`config.mk`:
```
export PLATFORM = sky130hd
export DESIGN_NAME = adc_capture_ctrl
export DESIGN_NICKNAME = d
export VERILOG_FILES = /design/src/rtl/adc_capture_ctrl.sv
export SDC_FILE = /design/constraint.sdc
export NUM_CORES = 1
export LEC_CHECK = 0
export ABC_AREA = 1
export CORE_MARGIN = 3
export CORE_UTILIZATION = 60
export DETAILED_ROUTE_END_ITERATION = 10
export GPL_TIMING_DRIVEN = 1
export PLACE_DENSITY_LB_ADDON = 0.12
export SKIP_CTS_REPAIR_TIMING = 1
export SYNTH_ARGS = -nofsm -noshare
export SYNTH_HDL_FRONTEND = slang
export SYNTH_SLANG_ARGS = --single-unit
```
`constraint.sdc`:
```
create_clock -name m_axis_aclk -period 3.8 [get_ports m_axis_aclk]
set_input_delay 0.38 -clock m_axis_aclk [delete_from_list [all_inputs] [get_ports m_axis_aclk]]
set_output_delay 0.38 -clock m_axis_aclk [all_outputs]
set_load 0.01 [all_outputs]
```
`src/rtl/adc_capture_ctrl.sv`:
```
// -----------------------------------------------------------------------------
// adc_capture_ctrl
//
// Capture sequencer between the ADC deserializer and an AXI-stream master.
// Software arms the block; a software or external trigger starts capture.
// Dual-channel samples are sign-extended and packed into one beat each, and
// frames of len beats are streamed out with tlast on the final beat. A small
// first-word-fall-through FIFO absorbs tready back-pressure; samples that do
// not fit are dropped and counted.
//
// Ports:
//   m_axis_aclk      ADC-domain clock (single clock domain)
//   m_axis_aresetn   asynchronous active-low reset
//   cfg_enable       block enable; low aborts an armed or running capture
//   cfg_arm          one-cycle arm command (honoured only in IDLE)
//   cfg_continuous   keep producing back-to-back frames while set
//   cfg_trig_sel     0 = sw_trigger, 1 = ext_trigger
//   cfg_frame_len    beats per frame; 0 makes arm a no-op
//   sw_trigger       one-cycle synchronous trigger
//   ext_trigger      asynchronous trigger, rising edge active
//   adc_valid        sample strobe
//   adc_data_a/b     two's complement channel samples
//   m_axis_*         AXI-stream master; tdata = {sext(b), sext(a)}
//   status_state     00 IDLE, 01 ARMED, 10 CAPTURE, 11 DRAIN
//   overflow_cnt     dropped samples, saturating
//   frame_cnt        completed (tlast-handshaked) frames, wrapping
//   abort_flag       sticky abort indication, cleared by the next accepted arm
// -----------------------------------------------------------------------------
module adc_capture_ctrl #(
    parameter int unsigned DATA_WIDTH  = 14,
    parameter int unsigned TDATA_WIDTH = 32,
    parameter int unsigned FIFO_DEPTH  = 16,   // power of 2, at least 4
    parameter int unsigned LEN_WIDTH   = 16
) (
    input  logic                   m_axis_aclk,
    input  logic                   m_axis_aresetn,
    input  logic                   cfg_enable,
    input  logic                   cfg_arm,
    input  logic                   cfg_continuous,
    input  logic                   cfg_trig_sel,
    input  logic [LEN_WIDTH-1:0]   cfg_frame_len,
    input  logic                   sw_trigger,
    input  logic                   ext_trigger,
    input  logic                   adc_valid,
    input  logic [DATA_WIDTH-1:0]  adc_data_a,
    input  logic [DATA_WIDTH-1:0]  adc_data_b,
    output logic [TDATA_WIDTH-1:0] m_axis_tdata,
    output logic                   m_axis_tvalid,
    input  logic                   m_axis_tready,
    output logic                   m_axis_tlast,
    output logic [1:0]             status_state,
    output logic [LEN_WIDTH-1:0]   overflow_cnt,
    output logic [LEN_WIDTH-1:0]   frame_cnt,
    output logic                   abort_flag
);

    localparam int unsigned HALF_WIDTH  = TDATA_WIDTH / 2;
    localparam int unsigned EXT_WIDTH   = HALF_WIDTH - DATA_WIDTH;
    localparam int unsigned PTR_WIDTH   = $clog2(FIFO_DEPTH);
    localparam int unsigned ENTRY_WIDTH = TDATA_WIDTH + 1;

    localparam logic [1:0] ST_IDLE    = 2'b00;
    localparam logic [1:0] ST_ARMED   = 2'b01;
    localparam logic [1:0] ST_CAPTURE = 2'b10;
    localparam logic [1:0] ST_DRAIN   = 2'b11;

    // -------------------------------------------------------------------------
    // External trigger: 2-flop synchronizer, edge detector, registered pulse.
    // The pulse is visible to the FSM three cycles after the input edge.
    // -------------------------------------------------------------------------
    logic ext_sync1_q;
    logic ext_sync2_q;
    logic ext_prev_q;
    logic ext_pulse_q;

    always_ff @(posedge m_axis_aclk or negedge m_axis_aresetn) begin
        if (!m_axis_aresetn) begin
            ext_sync1_q <= 1'b0;
            ext_sync2_q <= 1'b0;
            ext_prev_q  <= 1'b0;
            ext_pulse_q <= 1'b0;
        end else begin
            ext_sync1_q <= ext_trigger;
            ext_sync2_q <= ext_sync1_q;
            ext_prev_q  <= ext_sync2_q;
            ext_pulse_q <= ext_sync2_q & ~ext_prev_q;
        end
    end

    logic trig_pulse;
    assign trig_pulse = cfg_trig_sel ? ext_pulse_q : sw_trigger;

    // -------------------------------------------------------------------------
    // State and shared control
    // -------------------------------------------------------------------------
    logic [1:0]           state_q, state_d;
    logic [LEN_WIDTH-1:0] len_q, len_d;
    logic [LEN_WIDTH-1:0] beat_cnt_q, beat_cnt_d;
    logic                 abort_q, abort_d;

    logic                   tvalid_q;
    logic [TDATA_WIDTH-1:0] tdata_q;
    logic                   tlast_q;

    logic [PTR_WIDTH:0]     wr_ptr_q;
    logic [PTR_WIDTH:0]     rd_ptr_q;
    logic [ENTRY_WIDTH-1:0] fifo_mem [FIFO_DEPTH];

    logic fifo_empty;
    logic fifo_full;
    logic out_take;
    logic handshake;
    logic flush;
    logic fifo_rd;
    logic sample;
    logic fifo_wr;
    logic drop;
    logic beat_last;

    logic [TDATA_WIDTH-1:0] packed_beat;
    logic [ENTRY_WIDTH-1:0] fifo_head;

    assign fifo_empty = (wr_ptr_q == rd_ptr_q);
    assign fifo_full  = (wr_ptr_q[PTR_WIDTH] != rd_ptr_q[PTR_WIDTH]) &&
                        (wr_ptr_q[PTR_WIDTH-1:0] == rd_ptr_q[PTR_WIDTH-1:0]);
    assign fifo_head  = fifo_mem[rd_ptr_q[PTR_WIDTH-1:0]];

    // Output register can accept a new beat when empty or being drained now.
    assign out_take  = !tvalid_q || m_axis_tready;
    assign handshake = tvalid_q && m_axis_tready;

    // Enable dropping mid-capture discards everything still queued.
    assign flush = (state_q == ST_CAPTURE) && !cfg_enable;

    assign fifo_rd = !fifo_empty && out_take && !flush;
    assign sample  = (state_q == ST_CAPTURE) && cfg_enable && adc_valid;
    // A read in the same cycle frees a slot, so a full FIFO can still accept.
    assign fifo_wr = sample && (!fifo_full || fifo_rd);
    assign drop    = sample && fifo_full && !fifo_rd;

    assign beat_last = (beat_cnt_q == (len_q - LEN_WIDTH'(1)));

    assign packed_beat = {{EXT_WIDTH{adc_data_b[DATA_WIDTH-1]}}, adc_data_b,
                          {EXT_WIDTH{adc_data_a[DATA_WIDTH-1]}}, adc_data_a};

    // -------------------------------------------------------------------------
    // Capture FIFO (first-word-fall-through). Storage needs no reset; the
    // pointers define what is valid.
    // -------------------------------------------------------------------------
    always_ff @(posedge m_axis_aclk) begin
        if (fifo_wr) begin
            fifo_mem[wr_ptr_q[PTR_WIDTH-1:0]] <= {beat_last, packed_beat};
        end
    end

    always_ff @(posedge m_axis_aclk or negedge m_axis_aresetn) begin
        if (!m_axis_aresetn) begin
            wr_ptr_q <= '0;
            rd_ptr_q <= '0;
        end else if (flush) begin
            // Writes and reads are both blocked during a flush.
            rd_ptr_q <= wr_ptr_q;
        end else begin
            if (fifo_wr) begin
                wr_ptr_q <= wr_ptr_q + 1'b1;
            end
            if (fifo_rd) begin
                rd_ptr_q <= rd_ptr_q + 1'b1;
            end
        end
    end

    // -------------------------------------------------------------------------
    // Registered output stage. Data and last only change on a load, so they
    // stay stable while a beat is stalled.
    // -------------------------------------------------------------------------
    always_ff @(posedge m_axis_aclk or negedge m_axis_aresetn) begin
        if (!m_axis_aresetn) begin
            tvalid_q <= 1'b0;
            tdata_q  <= '0;
            tlast_q  <= 1'b0;
        end else if (fifo_rd) begin
            tvalid_q <= 1'b1;
            tdata_q  <= fifo_head[TDATA_WIDTH-1:0];
            tlast_q  <= fifo_head[TDATA_WIDTH];
        end else if (handshake) begin
            tvalid_q <= 1'b0;
        end
    end

    // -------------------------------------------------------------------------
    // Sequencer
    // -------------------------------------------------------------------------
    always_comb begin
        state_d    = state_q;
        len_d      = len_q;
        beat_cnt_d = beat_cnt_q;
        abort_d    = abort_q;
        case (state_q)
            ST_IDLE: begin
                if (cfg_arm && cfg_enable && (cfg_frame_len != '0)) begin
                    state_d    = ST_ARMED;
                    len_d      = cfg_frame_len;
                    beat_cnt_d = '0;
                    abort_d    = 1'b0;
                end
            end
            ST_ARMED: begin
                if (!cfg_enable) begin
                    state_d = ST_IDLE;
                end else if (trig_pulse) begin
                    state_d    = ST_CAPTURE;
                    beat_cnt_d = '0;
                end
            end
            ST_CAPTURE: begin
                if (flush) begin
                    abort_d = 1'b1;
                    state_d = ST_DRAIN;
                end else if (fifo_wr) begin
                    // Dropped samples never advance the count, so every
                    // frame carries exactly len beats.
                    if (beat_last) begin
                        beat_cnt_d = '0;
                        if (!cfg_continuous) begin
                            state_d = ST_DRAIN;
                        end
                    end else begin
                        beat_cnt_d = beat_cnt_q + LEN_WIDTH'(1);
                    end
                end
            end
            ST_DRAIN: begin
                if (fifo_empty && !tvalid_q) begin
                    state_d = ST_IDLE;
                end
            end
            default: begin
                state_d = ST_IDLE;
            end
        endcase
    end

    always_ff @(posedge m_axis_aclk or negedge m_axis_aresetn) begin
        if (!m_axis_aresetn) begin
            state_q    <= ST_IDLE;
            len_q      <= '0;
            beat_cnt_q <= '0;
            abort_q    <= 1'b0;
        end else begin
            state_q    <= state_d;
            len_q      <= len_d;
            beat_cnt_q <= beat_cnt_d;
            abort_q    <= abort_d;
        end
    end

    // -------------------------------------------------------------------------
    // Statistics
    // -------------------------------------------------------------------------
    logic [LEN_WIDTH-1:0] overflow_q;
    logic [LEN_WIDTH-1:0] frame_q;

    always_ff @(posedge m_axis_aclk or negedge m_axis_aresetn) begin
        if (!m_axis_aresetn) begin
            overflow_q <= '0;
            frame_q    <= '0;
        end else begin
            if (drop && (overflow_q != '1)) begin
                overflow_q <= overflow_q + LEN_WIDTH'(1);
            end
            if (handshake && tlast_q) begin
                frame_q <= frame_q + LEN_WIDTH'(1);
            end
        end
    end

    assign m_axis_tdata  = tdata_q;
    assign m_axis_tvalid = tvalid_q;
    assign m_axis_tlast  = tlast_q;
    assign status_state  = state_q;
    assign overflow_cnt  = overflow_q;
    assign frame_cnt     = frame_q;
    assign abort_flag    = abort_q;

endmodule

```
# Word level (Yosys, flattened, before mapping)
# Memories as Yosys holds them, arrays and structs flattened. A register that Yosys moved wholly into a read port is not among the register bits.
# Cells that the tools add are included.
# Widths: inputs -> output; s select.
[word_totals]
latchBits = 0
out_inout_bits = 69
reg_bits = 82
ram_bits = 528
romBits = 0
elab_cells = 103
n_memories = 1
[classes]
mul = 0
bitwise_logic = 3
addsub = 6
shifts = 0
n_reduce_logical = 35
n_mux = 26
eq_ne = 19
magnitude_cmp = 0
div_mod_pow = 0
[mem_list]
columns = ["memory", "words", "word_bits", "read_ports", "rd_clocked_by_memory_dff", "write_ports", "line", "source"]
rows = [
  ["fifo_mem", 16, 33, 1, 1, 1, "107", "logic [ENTRY_WIDTH-1:0] fifo_mem [FIFO_DEPTH];"],
]
[ops]
columns = ["op", "n"]
rows = [
  ["$mux 16", 6],
  ["$add 16x1->16 const B", 3],
  ["$pmux 16 s3", 1],
  ["$eq 16x16->1", 1],
  ["$mux 2", 8],
  ["$ne 16x16->1 const B", 1],
  ["$reduce_bool 16->1", 1],
  ["$sub 16x1->16 const B", 1],
  ["$logic_and 1x1->1", 15],
  ["$ne 2x2->1 const B", 7],
  ["$ne 3x3->1 const B", 4],
  ["$reduce_and 6->1", 2],
  ["$add 5x1->5 const B", 2],
  ["$mux 5", 2],
  ["$pmux 2 s4", 1],
  ["$logic_not 1->1", 7],
  ["$mux 1", 7],
  ["$reduce_bool 2->1", 3],
  ["$eq 5x5->1", 1],
  ["$eq 2x2->1 const B", 2],
  ["$eq 4x4->1", 1],
  ["$reduce_and 2->1", 2],
  ["$reduce_and 3->1", 1],
  ["$reduce_bool 3->1", 1],
  ["other kinds (7)", 9],
]

# Logic depth before layout (Yosys ltp)
# Gate-level depths: netlist of the first run.
[logic_depth]
depth_word = 9
depth_mapped = 16
ltp_nobuf = 16

# Worst setup path after synthesis of the first run
# Ideal clock, no wire load.
[synth_timing]
path_type = "register to register"
from = "reg state_q[0], in the netlist status_state[0]"
to = "mem fifo_mem[0][0] (netlist bit) (enable)"
t_arrival_ns = 2.649
required_ns = 3.385
stages_incl_launch_ff = 11
slack_ns = 0.736
cell_sequence = "dfrtp_1 > buf_2 > nor2_8 > inv_4 > nor2_4 > nand2_2 > clkinv_1 > nand2_2 > inv_2 > nand2_1 > nor2_1"
[synth_between]
elab_chain_len = 8
word_cells_on_any_way = 10
cone_classes = "eq/ne: 1; mux: 2; reduce/logical: 7"
[synth_lines]
columns = ["element", "line", "source"]
rows = [
  ["start: declaration", "96", "logic [1:0] state_q, state_d;"],
  ["start signal: assignment", "251", "state_q <= state_d;"],
  ["$eq 2x2->1 *", "133, 136", ""],
  ["$logic_and 1x1->1", "133", "assign flush = (state_q == ST_CAPTURE) && !cfg_enable;"],
  ["$logic_not 1->1", "135", "assign fifo_rd = !fifo_empty && out_take && !flush;"],
  ["$logic_and 1x1->1", "135", ""],
  ["$logic_or 1x1->1", "138", "assign fifo_wr = sample && (!fifo_full || fifo_rd);"],
  ["$logic_and 1x1->1 *", "138", ""],
  ["$mux 1 *", "151", "if (fifo_wr) begin"],
  ["$mux 1 (implied by the code) *", "152", "fifo_mem[wr_ptr_q[PTR_WIDTH-1:0]] <= {beat_last, packed_beat};"],
  ["end: declaration", "107", ""],
]
# Mark *: on every way between the ends. The rest lies on a longest branch, timed or not.

==> qor.csv, run 1 <==
stage,metric,value,unit
global_route,GR Util All Layers,28.0,%
worst_setup_path,Setup crit end kind,flop,
worst_setup_path,CP max stage delay,0.50,ns
clock_tree,clock sinks,575,
floorplanning,I/O pin count,123,
finish,ratio of cells with drive above 1 in the final layout,9.22,%
job,Max Cap Viol,0,
clock_tree,CTS Buffer Depth,3,
sta,RSZ-0062 raised after global routing,false,
power_and_ir_drop,leakage power,9.63,nW
clock_tree,"Reg clk slew, reported paths",0.06,ns
floorplanning,# rows,72,
clock_tree,CTS tree,built,
drt,1st-iter DRT viols,1735,
yosys,Synth Instances,1963,
finish,area grow syn2layout,15.2,%
sta,final hold violations,0,
worst_setup_path,FF-to-FF End,fifo_mem[14][7],
yosys,Syn. warnings,0,
placed_design,input/output buffers,122,
finish,register area,16700,um2
power_and_ir_drop,clock share of power,27.3,%
power_and_ir_drop,Sequential Power Share,38.7,%
worst_setup_path,crit-path cells,"inv_2, nor2_8, inv_4, nor2_4, nand2_2, clkinv_1, nand2_2, inv_2, nand2_1, nor2_4, buf_4",
finish,fin nets,2130,
worst_setup_path,Reg2Reg Depth,11,
sta,Clock Skew,0.0164,ns
drt,Vias,16100,
drt,First-pass DRT Iterations,5,
clock_tree,total CTS buffers,57,
worst_setup_path,crit path kind,flop to flop,
worst_setup_path,CP max stage cell,dfrtp_1,
sta,Sum Neg Setup Slack,0,ns
global_route,initial antenna violation count,1,
finish,# diodes,0,
power_and_ir_drop,part of the power in combinational logic,34.0,%
sta,actual slew at the worst max-slew pin,1.12,ns
floorplanning,Initial Util,61.3,%
worst_setup_path,Startpoint Class,flop,
sta,Final min period,2.93,ns
power_and_ir_drop,Cell Int Power,0.0126,W
worst_setup_path,Worst Path Arrival,3.22,ns
global_route,vias in the first global route,15700,
floorplanning,core area,39000,um2
hold_path,Min-Delay Path Depth,1,
worst_setup_path,R2R Setup Slk,0.87,ns
drt,Routed WL,58400,um
yosys,register area share after synthesis,69.9,%
global_route,largest net degree at the start of global routing,237,
finish,area of the multi-input gates,6530,um2
power_and_ir_drop,maximum VDD drop,0.000852,V
yosys,"FF+latch count, synth",575,
worst_setup_path,worst-path fanout max,18,
floorplanning,die width,206,um
floorplanning,DIE AREA,42300,um2
power_and_ir_drop,Sw Share,36.5,%
clock_tree,CTS H-tree lvls,2,
sta,Relative slew margins,25.0,%
finish,"most common cell after layout, fill and taps aside",edfxtp_1,
drt,DRC,0,
global_route,Congestion Overflow GR,0,
yosys,Yosys cell types,47,
drt,vias per cell,6.11,
sta,Peak Freq,0.341,GHz
global_route,first-pass GRT wire length,90400,um
placed_design,cell area after placement,25700,um2
clock_tree,"Clk Latency, worst-skew pair",0.60,ns
finish,fill cell count,2674,
yosys,Mean Syn Cell Area,12.2,um2
hold_path,Hold Path End,ext_sync1_q,
floorplanning,Die Y,206,um
worst_setup_path,Worst EP required,4.09,ns
placed_design,post-DP HPWL,35800,um
finish,most frequent cells in the layout,"464 x edfxtp_1, 293 x nor2_1, 250 x o21ai_0, 155 x nand2_1, 121 x clkdlybuf4s50_1",
clock_tree,clk root buf,clkbuf_16,
sta,Final Cycle Share,77.1,%
yosys,Mapped Nets,2026,
yosys,"Async S/R FF share, synth",19.3,%
sta,count of final setup violators,0,
hold_path,Min-Delay Path Class,input pin to flop,
sta,max-slew violations,0,
yosys,number of synthesized flops with an enable pin,464,
placed_design,gpl congestion,0.884,
drt,Routed WL per cell,22.2,um
outcome,status,finished clean,
finish,Post-Layout Inst Area,27500,um2
yosys,Synth Flop Type,edfxtp_1,
yosys,Post-Syn Area,23900,um2
power_and_ir_drop,PwrDens,720,nW/um2
power_and_ir_drop,P_sw,0.00724,W
hold_path,min-delay src,ext_trigger,
drt,"antenna viol nets, final",0,
[synth_stat cells (13+ instances only)]
| cell | instances | area share, % |
|---|---|---|
| a21oi_1 | 36 | 0.75 |
| buf_2 | 15 | 0.31 |
| clkbuf_1 | 82 | 1.3 |
| dfrtp_1 | 111 | 12 |
| edfxtp_1 | 464 | 58 |
| inv_1 | 75 | 1.2 |
| nand2_1 | 155 | 2.4 |
| nand3_1 | 80 | 1.7 |
| nand4_1 | 30 | 0.78 |
| nor2_1 | 309 | 4.9 |
| nor3_1 | 13 | 0.27 |
| o211ai_1 | 17 | 0.53 |
| o21a_1 | 29 | 0.91 |
| o21ai_0 | 250 | 5.2 |
| o21ai_1 | 16 | 0.33 |
| o221ai_1 | 45 | 1.6 |
| o22ai_1 | 74 | 1.9 |
| xnor2_1 | 14 | 0.51 |
| xor2_1 | 52 | 1.9 |
[power groups by stage]
| stage | Combinational (W) | Clock (W) | Sequential (W) |
|---|---|---|---|
| 2_1_floorplan | 0.00431 | 0 | 0.00776 |
| 5_1_grt | 0.00740 | 0.00576 | 0.00773 |
| 3_3_place_gp | 0.00651 | 0 | 0.00777 |
| 4_1_cts | 0.00669 | 0.00549 | 0.00767 |
| 3_5_place_dp | 0.00665 | 0 | 0.00779 |
| 6_report | 0.00675 | 0.00542 | 0.00767 |
[kinds of logic (layout without fill, tap and decap cells)]
family                     after synthesis  after routing  synth area share, %
AOI/OAI and AO/OA                      473            473                 11.6
xor gates and xnor gates                68             68                 2.55
adders and majority gates                9              9                0.471
buffers and inverters                  198            350                 3.34
DFF                                    575            575                 69.9
muxes                                    9              9                0.424
and+or+nand+nor                        631            631                 11.7
[worst max path at each step]
stage / start / to
floorplan: status_state[0] / fifo_mem[0][0]
global placement: cfg_enable / fifo_mem[14][1]
detailed placement: cfg_enable / fifo_mem[12][25]
CTS: flop / fifo_mem[14][10]
global route: flop / fifo_mem[12][27]
finish: flop / fifo_mem[14][7]
[registers in the layout, indices dropped and copies added (netlist names), named ones only]
signal	flops
abort_flag	1
beat_cnt_q	16
ext_prev_q	1
ext_pulse_q	1
ext_sync1_q	1
ext_sync2_q	1
fifo_mem	464
frame_cnt	16
len_q	16
m_axis_tdata	28
m_axis_tlast	1
m_axis_tvalid	1
overflow_cnt	16
rd_ptr_q	5
status_state	1
wr_ptr_q	5
[routing by layer]
metal | track usage, % | up-vias | wire (um)
li1 | - | 7330 | -
met1 | 41.3 | 7891 | 24100
met2 | 43.2 | 773 | 27000
met3 | 5.82 | 100 | 6010
met4 | 7.59 | 2 | 1260
met5 | 0 | - | 12
[worst max-delay path, delay by kind of cell, from the launching register on]
kind | cells | cell delay, ns
AND/OR/NAND/NOR | 6 | 1.30
buffers and inverters | 5 | 0.81
flip-flops | 1 | 0.50
[per-stage QoR]
stage          total power (W)  instances  hold slack, ns  worst slack (ns)  utilization, %
6_report                0.0198       2633           0.233             0.869            70.6
3_5_place_dp            0.0144       2525           0.335             0.714            66.0
3_3_place_gp            0.0143       2525           0.358             0.761            66.0
5_1_grt                 0.0209       2633           0.224             0.674            70.6
2_1_floorplan           0.0121       1963          0.0844             0.736               -
4_1_cts                 0.0198       2632          -0.265             0.875            70.6
[final cells by class]
| type | count | area share [%] |
|---|---|---|
| Inverter | 87 | 1.21 |
| Clock buffer | 72 | 5.50 |
| Timing Repair Buffer | 156 | 5.50 |
| Sequential cell | 575 | 60.7 |
| Multi-Input combinational cell | 1190 | 23.7 |
| Tap cell | 518 | 2.35 |
| Clock inverter | 35 | 1.06 |
Note: power is estimated with default switching activity, not from simulation.
==> run 2: changes to the inputs <==
==> constraint.sdc (replaced) <==
create_clock -name m_axis_aclk -period 2.8 [get_ports m_axis_aclk]
set_input_delay 0.28 -clock m_axis_aclk [delete_from_list [all_inputs] [get_ports m_axis_aclk]]
set_output_delay 0.28 -clock m_axis_aclk [all_outputs]
set_load 0.01 [all_outputs]
==> run 2 against run 1 <==
  * Sequential share of layout area is 0.70 points lower
  * Routed wire length is 1.4% higher
  * Count of clock-buffer cells in the layout is 4 higher
  * First-iteration DRC count is 2.4% higher
  * Clock skew is 0.0044 ns higher
==> qor.csv, run 2 (synthesis results as in run 1) <==
stage,metric,value,unit,change
drt,"antenna viol nets, final",0,,unchanged
worst_setup_path,Worst EP required,3.08,ns,-1.01 ns
sta,Peak Freq,0.390,GHz,+14%
drt,Vias,16200,,+0.42%
floorplanning,I/O pin count,123,,unchanged
floorplanning,core area,39000,um2,unchanged
clock_tree,"Clk Latency, worst-skew pair",0.62,ns,+0.02 ns
finish,max reg flops,464,,unchanged
drt,DRC,0,,unchanged
sta,Final Cycle Share,91.5,%,+14 points
worst_setup_path,R2R Setup Slk,0.24,ns,-0.63 ns
worst_setup_path,Startpoint Class,flop,,
drt,1st-iter DRT viols,1776,,+2.4%
global_route,initial antenna violation count,0,,-1
floorplanning,# rows,72,,unchanged
sta,Relative slew margins,13.6,%,-11 points
finish,# diodes,0,,unchanged
clock_tree,"Reg clk slew, reported paths",0.06,ns,about the same
job,Max Cap Viol,0,,unchanged
clock_tree,CTS tree,built,,
worst_setup_path,Worst Path Arrival,2.84,ns,-0.38 ns
global_route,vias in the first global route,15800,,+0.65%
worst_setup_path,worst-path fanout max,21,,+3
global_route,GR Util All Layers,28.1,%,+0.041 points
clock_tree,CTS H-tree lvls,2,,unchanged
sta,RSZ-0062 raised after global routing,false,,
power_and_ir_drop,leakage power,9.77,nW,+1.5%
hold_path,Min-Delay Path Class,input pin to flop,,
placed_design,gpl congestion,0.920,,+4.0%
placed_design,post-DP HPWL,35700,um,-0.39%
sta,Clock Skew,0.0209,ns,+0.00441 ns
clock_tree,clock sinks,575,,unchanged
sta,count of final setup violators,0,,unchanged
drt,Routed WL,59200,um,+1.4%
clock_tree,total CTS buffers,56,,-1.8%
finish,fin nets,2143,,+0.61%
power_and_ir_drop,maximum VDD drop,0.000806,V,-5.4%
floorplanning,die width,206,um,unchanged
finish,ratio of cells with drive above 1 in the final layout,10.0,%,+0.79 points
clock_tree,clk root buf,clkbuf_16,,
sta,Final min period,2.56,ns,-0.368 ns
floorplanning,Die Y,206,um,unchanged
global_route,first-pass GRT wire length,90600,um,+0.21%
sta,max-slew violations,0,,unchanged
finish,area grow syn2layout,16.5,%,
floorplanning,DIE AREA,42300,um2,unchanged
global_route,Congestion Overflow GR,0,,unchanged
floorplanning,Initial Util,61.3,%,unchanged
sta,final hold violations,0,,unchanged
worst_setup_path,crit path kind,flop to flop,,
placed_design,input/output buffers,122,,unchanged
power_and_ir_drop,PwrDens,975,nW/um2,+35%
drt,vias per cell,6.11,,about the same
sta,actual slew at the worst max-slew pin,1.30,ns,+0.172 ns
clock_tree,CTS Buffer Depth,3,,unchanged
worst_setup_path,Setup crit end kind,flop,,
global_route,largest net degree at the start of global routing,197,,-17%
sta,WHS,0.122,ns,-0.111 ns
finish,most frequent cells in the layout,"464 x edfxtp_1, 293 x nor2_1, 250 x o21ai_0, 155 x nand2_1, 121 x clkdlybuf4s50_1",,
drt,First-pass DRT Iterations,5,,unchanged
sta,Sum Neg Setup Slack,0,ns,unchanged
outcome,status,finished clean,,
drt,Routed WL per cell,22.4,um,+0.86%
finish,"most common cell after layout, fill and taps aside",edfxtp_1,,
[run 2: path summary, 6_finish.rpt]
| kind | cells past startpoint | from | to |
|---|---|---|---|
| max in group asynchronous | 3 | m_axis_aresetn | m_axis_tdata[2] |
| max | 9 | status_state[0] | fifo_mem[1][27] |
| max reg2reg | 9 | status_state[0] | fifo_mem[1][27] |
| min | 1 | ext_trigger | ext_sync1_q |
| min in group asynchronous | 2 | m_axis_aresetn | len_q[2] |
| min reg2reg | 0 | ext_sync1_q | ext_sync2_q |
[run 2: per-stage QoR]
stage / util (%) / std cells / setup slack [ns] / power (W) / instance area (um2)
2_1_floorplan: - / 1963 / -0.264 / 0.0164 / 23900
3_3_place_gp: 66.7 / 2539 / 0.131 / 0.0194 / 26000
3_5_place_dp: 66.7 / 2539 / 0.0730 / 0.0196 / 26000
4_1_cts: 71.4 / 2645 / 0.283 / 0.0272 / 27900
5_1_grt: 71.4 / 2646 / 0.0934 / 0.0285 / 27900
6_report: 71.4 / 2646 / 0.237 / 0.0272 / 27900
[run 2: where the power goes]
part           switching, W  internal, W
clock               0.00322      0.00438
combinational       0.00607      0.00310
sequential         0.000539      0.00986
[run 2: per-layer routing]
layer	vias to the layer above	share of wire (%)	global-route usage (%)
met5	-	0	0
met4	0	3.2	10.6
met3	115	8.0	3.65
met2	782	48	45.4
met1	7916	41	39.5
li1	7351	-	-
[run 2: cell type report]
| class | instances | area (um2) |
|---|---|---|
| Inverter | 87 | 334 |
| Tap cell | 518 | 648 |
| Clock buffer | 76 | 1520 |
| Sequential cell | 575 | 16700 |
| Clock inverter | 30 | 342 |
| Multi-Input combinational cell | 1190 | 6530 |
| Fill cell | 2662 | 11100 |
| Timing Repair Buffer | 170 | 1780 |
[run 2: worst max-delay path, cell delays in order (launching register included)]
cell and delay [ns]:
dfrtp_1 0.60, nor2_8 0.08, inv_4 0.09, nor2_4 0.05, o211ai_2 0.25, nand2_2 0.16
inv_2 0.18, nand2_1 0.26, nor2_4 0.17, buf_4 0.35
